`config.mk`:
```
export PLATFORM = sky130hd
export DESIGN_NAME = cdb_arbiter
export DESIGN_NICKNAME = d
export VERILOG_FILES = /design/src/rtl/cdb_arbiter.sv
export SDC_FILE = /design/constraint.sdc
export NUM_CORES = 1
export LEC_CHECK = 0
export CORE_AREA = 2 2 105 107
export DETAILED_ROUTE_END_ITERATION = 8
export DIE_AREA = 0 0 107 109
export PLACE_DENSITY = 0.78
export SLEW_MARGIN = 20
export SYNTH_ARGS = -nofsm -noshare
export SYNTH_HDL_FRONTEND = slang
export SYNTH_SLANG_ARGS = --single-unit
```
`constraint.sdc`:
```
create_clock -name clk -period 5.4 [get_ports clk]
set_clock_uncertainty 0.1 [all_clocks]
set_input_delay 0.54 -clock clk [delete_from_list [all_inputs] [get_ports clk]]
set_output_delay 0.54 -clock clk [all_outputs]
set_load 0.1 [all_outputs]
```
`src/rtl/cdb_arbiter.sv`:
```
// cdb_arbiter: arbitrates NUM_REQ execution-unit results onto the common data bus.
// Grants one eligible request per cycle and broadcasts it one cycle later from
// registered outputs. While a branch flush is active, requests whose tags are at or
// after the first squashed ROB tag are consumed and discarded instead of broadcast.
// Default build uses round-robin fairness. Defining CDB_ARB_OLDEST_FIRST_EN selects
// oldest-first (minimum ROB age) arbitration, with ties going to the lowest index.
module cdb_arbiter #(
  parameter int NUM_REQ   = 4,
  parameter int ROB_DEPTH = 32,
  parameter int DATA_W    = 32,
  localparam int PTR_SIZE = $clog2(ROB_DEPTH),
  localparam int SRC_W    = $clog2(NUM_REQ)
) (
  input  logic                               clk,
  input  logic                               rst_b,
  input  logic [NUM_REQ-1:0]                 req_val,
  input  logic [NUM_REQ-1:0][PTR_SIZE-1:0]   req_robtag,
  input  logic [NUM_REQ-1:0][DATA_W-1:0]     req_data,
  output logic [NUM_REQ-1:0]                 req_ready,
  output logic [NUM_REQ-1:0]                 req_kill,
  input  logic [PTR_SIZE:0]                  rob_rdptr,
  input  logic                               cdb_flush,
  input  logic [PTR_SIZE-1:0]                cfc_robtag,
  output logic                               cdb_val,
  output logic [PTR_SIZE-1:0]                cdb_robtag,
  output logic [DATA_W-1:0]                  cdb_data,
  output logic [SRC_W-1:0]                   cdb_src
);

  // Ages are distances from the oldest ROB entry; the wrap bit of the read
  // pointer does not matter for modulo-ROB_DEPTH arithmetic.
  logic [PTR_SIZE-1:0]               rd_idx;
  logic [PTR_SIZE-1:0]               age_cfc;
  logic [NUM_REQ-1:0][PTR_SIZE-1:0]  age;
  logic [NUM_REQ-1:0]                squash;
  logic [NUM_REQ-1:0]                kill;
  logic [NUM_REQ-1:0]                elig;
  logic                              gnt_vld;
  logic [SRC_W-1:0]                  gnt_idx;
  logic [NUM_REQ-1:0]                gnt_oh;
  logic [SRC_W-1:0]                  rr_ptr;
  logic                              unused_rdptr_msb;

  logic                              vld_p1;
  logic [PTR_SIZE-1:0]               tag_p1;
  logic [DATA_W-1:0]                 data_p1;
  logic [SRC_W-1:0]                  src_p1;

  assign rd_idx           = rob_rdptr[PTR_SIZE-1:0];
  assign age_cfc          = cfc_robtag - rd_idx;
  assign unused_rdptr_msb = rob_rdptr[PTR_SIZE];

  // Per-request age and flush squash decision.
  always_comb begin
    age    = '0;
    squash = '0;
    for (int i = 0; i < NUM_REQ; i++) begin
      age[i]    = req_robtag[i] - rd_idx;
      squash[i] = cdb_flush && (age[i] >= age_cfc);
    end
  end

  assign kill = req_val & squash;
  assign elig = req_val & ~squash;

`ifdef CDB_ARB_OLDEST_FIRST_EN
  logic [PTR_SIZE-1:0] best_age;

  // Oldest-first pick: strict less-than keeps the lowest index on ties.
  always_comb begin
    gnt_vld  = 1'b0;
    gnt_idx  = '0;
    best_age = '1;
    for (int i = 0; i < NUM_REQ; i++) begin
      if (elig[i] && (!gnt_vld || (age[i] < best_age))) begin
        gnt_vld  = 1'b1;
        gnt_idx  = SRC_W'(i);
        best_age = age[i];
      end
    end
  end

  // Pointer is unused in this build and parks at zero.
  always_ff @(posedge clk or negedge rst_b) begin
    if (!rst_b) rr_ptr <= '0;
    else        rr_ptr <= '0;
  end
`else
  logic [SRC_W:0]   scan_sum;
  logic [SRC_W-1:0] scan_idx;

  // Round-robin scan starting at rr_ptr; first eligible request wins.
  always_comb begin
    gnt_vld  = 1'b0;
    gnt_idx  = '0;
    scan_sum = '0;
    scan_idx = '0;
    for (int k = 0; k < NUM_REQ; k++) begin
      scan_sum = {1'b0, rr_ptr} + (SRC_W+1)'(k);
      if (scan_sum >= (SRC_W+1)'(NUM_REQ)) scan_sum = scan_sum - (SRC_W+1)'(NUM_REQ);
      scan_idx = scan_sum[SRC_W-1:0];
      if (!gnt_vld && elig[scan_idx]) begin
        gnt_vld = 1'b1;
        gnt_idx = scan_idx;
      end
    end
  end

  // Advance the pointer past the winner only on a real grant; kills never move it.
  always_ff @(posedge clk or negedge rst_b) begin
    if (!rst_b) begin
      rr_ptr <= '0;
    end else if (gnt_vld) begin
      rr_ptr <= (gnt_idx == SRC_W'(NUM_REQ-1)) ? '0 : gnt_idx + SRC_W'(1);
    end
  end
`endif

  // One-hot grant vector; killed requests are consumed in the same cycle.
  always_comb begin
    gnt_oh = '0;
    if (gnt_vld) gnt_oh[gnt_idx] = 1'b1;
  end

  assign req_ready = kill | gnt_oh;
  assign req_kill  = kill;

  // Stage p1: registered broadcast; payload holds when nothing is granted.
  always_ff @(posedge clk or negedge rst_b) begin
    if (!rst_b) begin
      vld_p1  <= 1'b0;
      tag_p1  <= '0;
      data_p1 <= '0;
      src_p1  <= '0;
    end else begin
      vld_p1 <= gnt_vld;
      if (gnt_vld) begin
        tag_p1  <= req_robtag[gnt_idx];
        data_p1 <= req_data[gnt_idx];
        src_p1  <= gnt_idx;
      end
    end
  end

  assign cdb_val    = vld_p1;
  assign cdb_robtag = tag_p1;
  assign cdb_data   = data_p1;
  assign cdb_src    = src_p1;

endmodule
```
# Word level (Yosys, flattened, before mapping)
# Cells that the tools add are included.
dict set report op_classes {
  n_mux 28
  reduce_logical 11
  bitwise 4
  n_addsub 13
  order_cmp 14
  n_eq_ne 1
}
# op count
set op_table {}
lappend op_table {{32-bit binary-select mux with 2-bit select} 1}
lappend op_table {{32-bit two-way mux} 1}
lappend op_table {{5-bit subtractor} 5}
lappend op_table {{5-bit >= comparator} 4}
lappend op_table {{2-bit two-way mux} 9}
lappend op_table {{2-bit by 3-bit < comparator with 1-bit output, second input constant} 5}
lappend op_table {{5-bit binary-select mux with 2-bit select} 1}
lappend op_table {{3-bit >= comparator, second input constant} 3}
lappend op_table {{1-bit two-way mux} 9}
lappend op_table {{4-bit bitwise AND} 2}
lappend op_table {{1-bit binary-select mux with 2-bit select} 4}
lappend op_table {{1-bit logical AND} 8}
lappend op_table {{2-bit by 1-bit subtractor with 2-bit output, second input constant} 4}
lappend op_table {{2-bit by 2-bit adder with 3-bit output, second input constant} 2}
lappend op_table {{5-bit two-way mux} 1}
lappend op_table {{4-bit two-way mux} 1}
lappend op_table {{4-bit NOT} 1}
lappend op_table {{4-bit bitwise OR} 1}
lappend op_table {{2-bit by 1-bit adder with 3-bit output, second input constant} 1}
lappend op_table {{2-bit by 3-bit >= comparator with 1-bit output, second input constant} 1}
lappend op_table {{1-bit logical NOT} 3}
lappend op_table {{2-bit by 1-bit adder with 2-bit output, second input constant} 1}
lappend op_table {{1-bit demux with 2-bit select} 1}
lappend op_table {{2-bit equality test, second input constant} 1}
lappend op_table {{2-bit by 1-bit >= comparator with 1-bit output, second input constant} 1}
dict set report word_totals {
  out_inout_bits 48
  input_bits 166
  wordCells 76
  regBits 42
}

# Logic depth before layout (Yosys ltp)
dict set report depth {
  depth_word 23
  depth_mapped 19
  depth_no_buf 17
}

# Worst setup path after synthesis
# No wires, ideal clock.
dict set report synth_timing {
  path_type {input port to output port}
  start {input port rob_rdptr[1]}
  end {output port req_ready[2]}
  t_required_ns 4.760
  slack_ns 0.363
  n_path_buf 0
  arrival_time_ns 4.397
  cell_stages 11
  cell_sequence {inv_1 -> fa_1 -> xnor2_1 -> ha_1 -> o21ai_0 -> a21oi_1 -> nor2_1 -> a221oi_2 -> o221ai_2 -> nor2_1 -> a21o_1}
}
dict set report synth_via {
  word_cells_on_any_way 45
  cone_classes {add/sub (5); order compare (6); mux (19); bitwise (4); reduce/logical (11)}
}
# item line
set synth_rtl {}
lappend synth_rtl {{start: declaration} 21} ;# input logic [PTR_SIZE:0] rob_rdptr,
lappend synth_rtl {{5-bit subtractor (on tied branches)} {58, 50}}
lappend synth_rtl {{5-bit >= comparator (*)} 59} ;# squash[i] = cdb_flush && (age[i] >= age_cfc);
lappend synth_rtl {{1-bit logical AND (*)} 59}
lappend synth_rtl {{4-bit bitwise AND (*)} 63} ;# assign kill = req_val & squash;
lappend synth_rtl {{net req_kill[2]} 20} ;# output logic [NUM_REQ-1:0] req_kill,
lappend synth_rtl {{4-bit bitwise OR (*)} 125} ;# assign req_ready = kill | gnt_oh;
lappend synth_rtl {{end: declaration} 19} ;# output logic [NUM_REQ-1:0] req_ready,
# The timed path passes the listed nets; every way through them passes the cells marked *. The select of a mux whose other input is x is not followed.

# Worst setup path after layout
dict set report layout_timing {
  start {input port rob_rdptr[0]}
  end {output port req_ready[0]}
}
dict set report layout_via {
  elab_chain_cells 23
  word_cells_on_any_way 45
  cone_classes {add/sub (5); order compare (6); mux (19); bitwise (4); reduce/logical (11)}
}
# item line
set layout_rtl {}
lappend layout_rtl {{5-bit subtractor (on tied branches)} {58, 50}}
lappend layout_rtl {{5-bit >= comparator} 59}
lappend layout_rtl {{1-bit logical AND} 59}
lappend layout_rtl {{4-bit NOT} 64} ;# assign elig = req_val & ~squash;
lappend layout_rtl {{4-bit bitwise AND} 64}
lappend layout_rtl {{1-bit binary-select mux with 2-bit select} 102} ;# if (!gnt_vld && elig[scan_idx]) begin
lappend layout_rtl {{1-bit two-way mux (implied by the code)} 102}
lappend layout_rtl {{1-bit two-way mux} 102}
lappend layout_rtl {{[... 7 more ...]} -}
lappend layout_rtl {{1-bit logical AND} 102}
lappend layout_rtl {{2-bit two-way mux} 102}
lappend layout_rtl {{2-bit by 3-bit < comparator with 1-bit output (implied by the code) / 2-bit by 1-bit >= comparator with 1-bit output (equally long branches)} 122} ;# if (gnt_vld) gnt_oh[gnt_idx] = 1'b1;
lappend layout_rtl {{1-bit logical AND (implied by the code)} 122}
lappend layout_rtl {{1-bit two-way mux (implied by the code)} 122}
lappend layout_rtl {{1-bit demux with 2-bit select} 122}
lappend layout_rtl {{4-bit two-way mux} 122}
lappend layout_rtl {{4-bit bitwise OR (*)} 125}
# Every way passes the cells marked *; elsewhere a longest branch is shown, timed or not. The select of a mux whose other input is x is not followed.

==> impl_metrics.json <==
{
  "grt_pass1_wl_um": 19700,
  "power.density_mw_per_mm2": 555,
  "layout-drive-gt1-share": 0.119,
  "cts_resized": 0,
  "wire_per_inst_um": 16.6,
  "dp_hpwl_um": 10100,
  "core_mm2": 0.0106,
  "relSlewSlack": 0.308,
  "syn_nets": 615,
  "nets": 819,
  "fmax_ghz": 0.193,
  "via_per_inst": 5.27,
  "synth_cells": 409,
  "hold_viol": 0,
  "grt_pass1_vias": 4108,
  "instances_no_fill": 754,
  "antenna_found_initial": 0,
  "async_reset_ff_frac": 1.00,
  "grt_max_degree": 59,
  "gr-total-overflow": 0,
  "firstDrtPassIters": 4,
  "mostFrequentLayoutCell": "clkdlybuf4s50_1",
  "drv_cap": 0,
  "synth.avg_cell_area_um2": 10.2,
  "ant_nets": 0,
  "drtIter0Drc": 154,
  "ir_drop_v": 0.000335,
  "die-width_um": 107,
  "final_cell_mix": "clkdlybuf4s50_1, mux2i_1, nor2_1",
  "clockBufferDepth": 2,
  "worstPathRequired_ns": 4.76,
  "dpl.cell_count": 746,
  "critPathLaunchType": "input pin",
  "io_buffers": 212,
  "fin_tns_setup_ns": 0,
  "tightest_slew_ns": 1.03,
  "die_area_mm2": 0.0117,
  "clkTransAtPathRegs_ns": 0.08,
  "wirelength_um": 12600,
  "place.gp.congestion": 0.850,
  "end_kind": "output pin",
  "syn_area_mm2": 0.00419,
  "p_leak_nw": 2.75,
  "cts_hold_buf": 0,
  "synth-main-ff-cell": "dfrtp_1",
  "fin_crit_sh": 0.957,
  "ff_latch_area_mm2": 0.00105,
  "cp.arrival_ns": 4.53,
  "ys_types": 62,
  "multiInputGateArea_mm2": 0.00288,
  "ioPinCount": 214,
  "fin_crit_ns": 5.17,
  "yosysWarnings": 0,
  "yosys_register_bits": 42,
  "fillCellCount": 889,
  "rsz0062_at_grt": "no",
  "syn_to_final_growth_pct": 55.6,
  "clock_sinks": 42,
  "synth_edf_count": 0,
  "core.rowCount": 38,
  "grtUsageTotal": 0.211,
  "via_count": 3976,
  "clock_tree.root_cell": "clkbuf_8",
  "status": "finished, final reports clean",
  "drc": 0,
  "postCtsSetupBuffers": 0,
  "diodes": 0,
  "h-tree-depth": 2,
  "cp_max_fo": 12,
  "synth.yosys.seq_area_share": 0.251,
  "die_h_um": 109,
  "report.final.slew_viol_count": 0,
  "initial_core_util": 0.395,
  "min_path_type": "input pin to asynchronous set/reset pin",
  "worstSkewPairLatency_ns": 0.29,
  "setup_viol": 0,
  "critPathKind": "input pin to output pin",
  "cts_tree": "built",
  "cts_buffers": 5
}
## cell usage after synthesis, types with 2 or more instances
library cell / count / area, um2
dfrtp_1: 42 / 1050
buf_12: 5 / 100
clkbuf_1: 11 / 41.3
xnor2_1: 6 / 52.6
a21oi_2: 2 / 17.5
nor3_1: 2 / 10.0
buf_2: 2 / 10.0
a221oi_1: 19 / 166
a221o_1: 3 / 30.0
o211ai_1: 2 / 15.0
o22ai_1: 3 / 18.8
fa_1: 5 / 100
a221oi_2: 17 / 255
a41oi_1: 2 / 17.5
nor2_1: 50 / 188
inv_1: 25 / 93.8
a21o_1: 16 / 120
o21ai_1: 4 / 20.0
maj3_1: 2 / 20.0
nand2b_1: 5 / 31.3
a21oi_1: 13 / 65.1
nand3_1: 3 / 15.0
nand2_1: 7 / 26.3
buf_6: 3 / 33.8
o21ai_0: 3 / 15.0
and2_1: 3 / 18.8
xor2_1: 10 / 87.6
and3b_1: 2 / 17.5
ha_1: 35 / 438
mux2i_1: 68 / 681
mux2_2: 6 / 67.6
and3_1: 2 / 12.5
o22ai_2: 2 / 25.0
## metal layers
layer,wire (um),track usage
met1,4980,0.234
met2,6670,0.412
met5,0,0
met3,652,0.0311
met4,247,0.0640
## stage by stage
stage                     worst slack (ns)  total power [mW]  area, um2  utilization  hold slack, ns
after floorplan                      0.363              2.78       4190            -           0.144
after global placement               0.237              3.38       6410        0.605           0.361
after detailed placement            0.0768              3.43       6410        0.605           0.371
after CTS                           0.0631              3.64       6500        0.614           0.345
after global routing               0.00271              3.78       6520        0.614           0.175
final                                0.232              3.61       6520        0.614           0.140
## worst max-delay path: stages
cell and delay [ns]:
clkdlybuf4s50_1 0.49, ha_1 0.18, inv_1 0.06, fa_1 0.43, xnor2_2 0.30, ha_1 0.31
a21oi_1 0.14, o21ai_0 0.10, maj3_2 0.36, a211oi_4 0.29, nor3_1 0.08, nand4b_1 0.17
a41oi_1 0.36, a21oi_4 0.13, inv_1 0.11, ha_1 0.15, a21o_1 0.16, buf_12 0.18
## cell type report
cell class	instances	share of cell area
multi-input combinational	319	0.442
timing repair buffer	220	0.341
tap	140	0.0269
clock inverter	1	0.000768
sequential	42	0.161
clock buffer	7	0.0133
inverter	25	0.0144
## sequential cells by signal (all words and copies together), names as in the netlist
register	cells
cdb_data	32
cdb_robtag	5
cdb_src	2
cdb_val	1
rr_ptr	2
## power breakdown
part	total (mW)	switching, mW	internal (mW)
Combinational	2.84	1.93	0.903
Sequential	0.568	0.0970	0.471
Clock	0.209	0.106	0.103
## kinds of logic (layout without fill, tap and decap cells)
kind of cell    Yosys count  after routing  share of synthesized area
simple gates             84             84                     0.0935
xor+xnor                 17             17                     0.0373
compound gates          100            100                      0.231
fa+ha+maj                43             43                      0.136
mux                      75             75                      0.182
buf+inv                  48            253                     0.0693
flops                    42             42                      0.251
## final timing paths
path | from | to | slack, ns | depth (start not counted)
setup / recovery | rob_rdptr[0] | req_ready[0] | 0.23 | 18
hold / removal | rst_b | cdb_data[9] | 0.14 | 1
setup reg to reg | rr_ptr[1] | cdb_data[12] | 2.93 | 7
min in group clk | cdb_src[1] | cdb_src[1] | 0.38 | 1
max in group asynchronous | rst_b | cdb_data[21] | 4.68 | 1
hold reg to reg | cdb_src[1] | cdb_src[1] | 0.38 | 1
Note: power is estimated with default switching activity, not from simulation.
==> variant 1: new RTL, same settings <==
Build with the macro `CDB_ARB_OLDEST_FIRST_EN` defined.
--- a/src/rtl/cdb_arbiter.sv
+++ b/src/rtl/cdb_arbiter.sv
@@ -5,4 +5,6 @@
 // Default build uses round-robin fairness. Defining CDB_ARB_OLDEST_FIRST_EN selects
 // oldest-first (minimum ROB age) arbitration, with ties going to the lowest index.
+`define CDB_ARB_OLDEST_FIRST_EN
+
 module cdb_arbiter #(
   parameter int NUM_REQ   = 4,
Check against the original RTL: not equivalent (a bounded check fails within 4 cycles, from zero or initial values and one cycle with rst_b low).
==> variant 1 against the original RTL <==
The run now ends with setup timing left. Wire length rose by 41%. Register-to-register slack improved by 1.7 ns. Count of clock-buffer cells in the layout fell by 1. Area after synthesis rose by 2.0%. Worst setup slack got worse by 2.3 ns. Highest routed layer is now met5. Design area rose by 21%. Hold slack got worse by 0.015 ns. Power rose by 25%. Sequential cell count fell by 2.
==> variant 1: results (changes against the original RTL) <==
Critical path
  • R2R depth: 2 (-5)
  • Crit path capture: req_ready[2]
  • Worst EP arrival: 6.80 ns (+2.27 ns)
  • Worst r2r dst: cdb_data[7]$_DFFE_PN0P_
  • Crit path max-delay cell type: o32ai_4
  • Reg2reg start: cdb_data[7]$_DFFE_PN0P_
  • Critical path fanouts, max: 7 (-5)
  • Max stage delay on crit path: 0.43 ns (-0.06 ns)
  • R2R Setup Slk: 4.62 ns (+1.69 ns)
  • Crit path launch: req_robtag[0]

Power
  • Static leakage: 0.00346 µW (+26%)
  • Int Power: 1930 µW (+31%)
  • Pwr dens: 572 nW/µm² (+3.1%)
  • Comb pwr share: 82.5% (+4.0 points)
  • Clk power: 251 µW (+20%)

Routing
  • DR iter-0 viols: 501 (+230%)
  • Metal2 WL: 8970 µm (+35%)
  • Met3 wire length: 1180 µm (+81%)
  • Highest routed metal layer: met5
  • Via Count: 5,459 (+37%)
  • WL met1: 6870 µm (+38%)

Layout
  • Register area: 1000 µm² (-4.8%)
  • Buffering overhead: 40.0% (+5.9 points)
  • Clkbuf count: 6 (-1)
  • Share of cells above drive strength 1: 22.6% (+11 points)
  • Number of fill cells in the layout: 754 (-15%)
  • Multi-input gate share of total cell area: 42.6% (-1.6 points)
  • Plain + repair buffers: 329 (+50%)

Timing
  • Relative slew slack: 26.6% (-4.3 points)
  • Setup ws final: -2.04 ns (-2.27 ns)
  • Setup TNS Final: -71.61 ns (-71.61 ns)
  • Setup violations, final: 43 (+43)

Place
  • Post-Place Cells: 956 (+28%)
  • Worst slack, placed: -2.55 ns (-2.63 ns)
  • RD Place Congestion: 0.895 (+5.3%)
  • Placed cell areas: 7200 µm² (+12%)
  • Dpl hpwl: 13,300 µm (+32%)

GRT
  • Met3 Use GR: 5.02% (+1.9 points)
  • Via count of the first global-routing pass: 5,560 (+35%)
  • Largest net degree at the start of global routing: 69 (+17%)
  • GRT Resource Usage Total: 29.5% (+8.4 points)
  • GRT met1 Usage: 34.1% (+11 points)
  • First-pass GRT wire length: 27,000 µm (+37%)
  • GR Layer Usage met2: 53.1% (+12 points)
  • Initial antenna violation count: 1 (+1)

Synth
  • Mean area per synthesized cell: 7.72 µm² (-25%)
  • Sequential-to-total area share from yosys stat: 23.4% (-1.7 points)
  • Top post-synthesis cells by area: dfrtp_1 23%, ha_1 15%, o21ai_0 9.0%
  • Synth Net Count: 776 (+26%)

Clocking
  • Total setup buffers inserted after CTS: 29 (+29)

Status
  • Status: finished with violations
  • Failing checks: setup timing
[variant 1: changes by cell type in the layout (fill, tap and decap cells not counted), moves of 13 or more]
cell / delta
nand2b_1: +31
a221oi_1: -19
nor2_1: +28
o21ai_1: +63
a221oi_2: -17
inv_1: -14
nand3_1: +32
o21ai_0: +13
mux2i_1: -60
nand2_1: +13
buf_4: +96
a31oi_1: +31
[variant 1: worst max-delay path, delay by kind of cell]
kind	cells	cell delay, ns
AND/OR/NAND/NOR	7	0.80
AO/OA/AOI/OAI	19	3.24
XOR/XNOR	1	0.10
buffers and inverters	5	0.50
adder cells (fa/ha/maj)	6	1.59
[variant 1: kinds of logic after synthesis]
| kind of cell | Yosys count | synth area share, % |
|---|---|---|
| buf+inv | 50 | 5.04 |
| simple gates | 188 | 20.8 |
| fa+ha+maj | 57 | 17.6 |
| compound gates | 188 | 26.6 |
| xor+xnor | 20 | 4.10 |
| flops | 40 | 23.4 |
| mux | 10 | 2.37 |
[variant 1: how the worst min path moves through the flow]
stage / slack, ns / to / cells past startpoint / startpoint
after floorplan: 0.14 / cdb_data[0]$_DFFE_PN0P_ / 0 / rst_b
after global placement: 0.37 / cdb_src[0]$_DFFE_PN0P_ / 2 / cdb_src[0]$_DFFE_PN0P_
after detailed placement: 0.37 / cdb_src[0]$_DFFE_PN0P_ / 2 / cdb_src[0]$_DFFE_PN0P_
after CTS: 0.34 / cdb_robtag[0]$_DFFE_PN0P_ / 1 / rst_b
after global routing: 0.16 / cdb_robtag[3]$_DFFE_PN0P_ / 1 / rst_b
final: 0.12 / cdb_robtag[3]$_DFFE_PN0P_ / 1 / rst_b
==> variant 2: new RTL, config.mk and constraints unchanged <==
Without the edit above. `ROB_DEPTH`: 32 -> 16.
--- a/src/rtl/cdb_arbiter.sv
+++ b/src/rtl/cdb_arbiter.sv
@@ -7,5 +7,5 @@
 module cdb_arbiter #(
   parameter int NUM_REQ   = 4,
-  parameter int ROB_DEPTH = 32,
+  parameter int ROB_DEPTH = 16,
   parameter int DATA_W    = 32,
   localparam int PTR_SIZE = $clog2(ROB_DEPTH),
Interface: changed (resized cdb_robtag, cfc_robtag, req_robtag and rob_rdptr); port bits go from 214 to 207. No check against the original RTL was run, so the function may have changed too.
==> variant 2 against the original RTL <==
Design area fell by 10%. Sequential share of layout area rose by 1.4 points. Synthesized cell count fell by 16%. Area after synthesis fell by 14%. Non-clock buffer count fell by 8. Power fell by 5.9%. Fmax rose by 2.1%. Global-route usage fell by 2.4 points. Worst setup slack improved by 0.11 ns. Wire length fell by 10%. Sequential cell count fell by 1. Critical endpoint is now req_ready[1]. Die area did not move.
==> variant 2: results (changes against the original RTL) <==
Status
  • Status: completed

Synth
  • Synth cell types: 45 (-27%)
  • Mean area per synthesized cell: 10.4 µm² (+1.4%)
  • Mux cell area share after synthesis: 20.1% (+1.9 points)
  • Synth Net Count: 537 (-13%)
  • Sequential-to-total area share from yosys stat: 28.6% (+3.5 points)
  • XOR/XNOR share of the synthesized area: 4.36% (+0.63 points)
  • Adder and majority gate portion of the synthesized area: 14.7% (+1.1 points)
  • Top post-synthesis cells by area: dfrtp_1 29%, mux2i_1 20%, ha_1 9.4%
  • Synth Area in Compound Gates: 16.6% (-6.5 points)

Layout
  • Share of cells above drive strength 1: 9.36% (-2.5 points)
  • Multi-input gate area: 2320 µm² (-20%)
  • Clkbuf count: 6 (-1)
  • Multi-input comb cells: 265 (-17%)
  • Buffering overhead: 36.5% (+2.4 points)
  • Sequential cell area share: 17.6% (+1.4 points)
  • Final #Nets: 736 (-10%)
  • Final Core Density: 55.1% (-6.4 points)

Routing
  • Routed WL: 11,300 µm (-10%)
  • DR iter-0 viols: 128 (-17%)
  • Avg Vias per Cell: 4.98 (-5.6%)
  • Via Count: 3,410 (-14%)

Place
  • Placed cell areas: 5720 µm² (-11%)
  • Worst slack, placed: 0.315 ns (+0.238 ns)
  • Number of port buffers: 205 (-3.3%)
  • Post-Place Cells: 677 (-9.2%)

Timing
  • Hold_ws: 0.288 ns (+0.149 ns)

Critical path
  • R2R Setup Slk: 3.16 ns (+0.23 ns)

GRT
  • GRT Resource Usage Total: 18.6% (-2.4 points)
  • Via count of the first global-routing pass: 3,586 (-13%)

Power
  • Peak supply drop: 0.283 mV (-15%)
## variant 2: critical path, stage by stage
cell             delay (ns)
clkdlybuf4s50_1        0.51
ha_1                   0.28
fa_1                   0.53
ha_1                   0.33
a21o_1                 0.16
maj3_2                 0.30
maj3_2                 0.36
a21oi_4                0.24
a21o_2                 0.20
a31oi_1                0.06
nor2_2                 0.27
inv_2                  0.08
ha_1                   0.20
a21o_1                 0.19
buf_12                 0.17
## variant 2: metal layers
metal  global-route usage (%)  share of wire (%)  routed length [µm]  vias up
met5                        0                  0                   0        -
met4                     5.47                1.4                 159        0
met3                     3.11                5.8                 658       12
met2                     35.9                 53                6020      109
met1                     21.0                 39                4450     1626
li1                         -                  -                   -     1663
## variant 2: cells by family (layout without fill, tap and decap cells)
| group | count (synthesis) | in the layout |
|---|---|---|
| XOR/XNOR | 17 | 17 |
| AND/OR/NAND/NOR | 69 | 69 |
| multiplexers | 72 | 72 |
| adder cells (fa/ha/maj) | 40 | 40 |
| AO/OA/AOI/OAI | 67 | 67 |
| buffers and inverters | 39 | 239 |
| flip-flops | 41 | 41 |
## variant 2: report_power, final
part	internal, µW	total [µW]	leakage [µW]	switching, µW
logic	782	2590	0.00208	1810
registers	461	555	0.000482	93.8
clock network	150	259	0.0000574	109
## variant 2: how the worst max path moves through the flow
stage | from | endpoint | slack [ns] | cells after the start
after floorplan | cfc_robtag[0] | req_ready[1] | 0.51 | 9
after global placement | rob_rdptr[0] | req_ready[0] | 0.41 | 15
after detailed placement | rob_rdptr[0] | req_ready[1] | 0.31 | 15
after CTS | rob_rdptr[0] | req_ready[1] | 0.31 | 15
after global routing | rob_rdptr[0] | req_ready[1] | 0.16 | 15
final | rob_rdptr[0] | req_ready[1] | 0.34 | 15
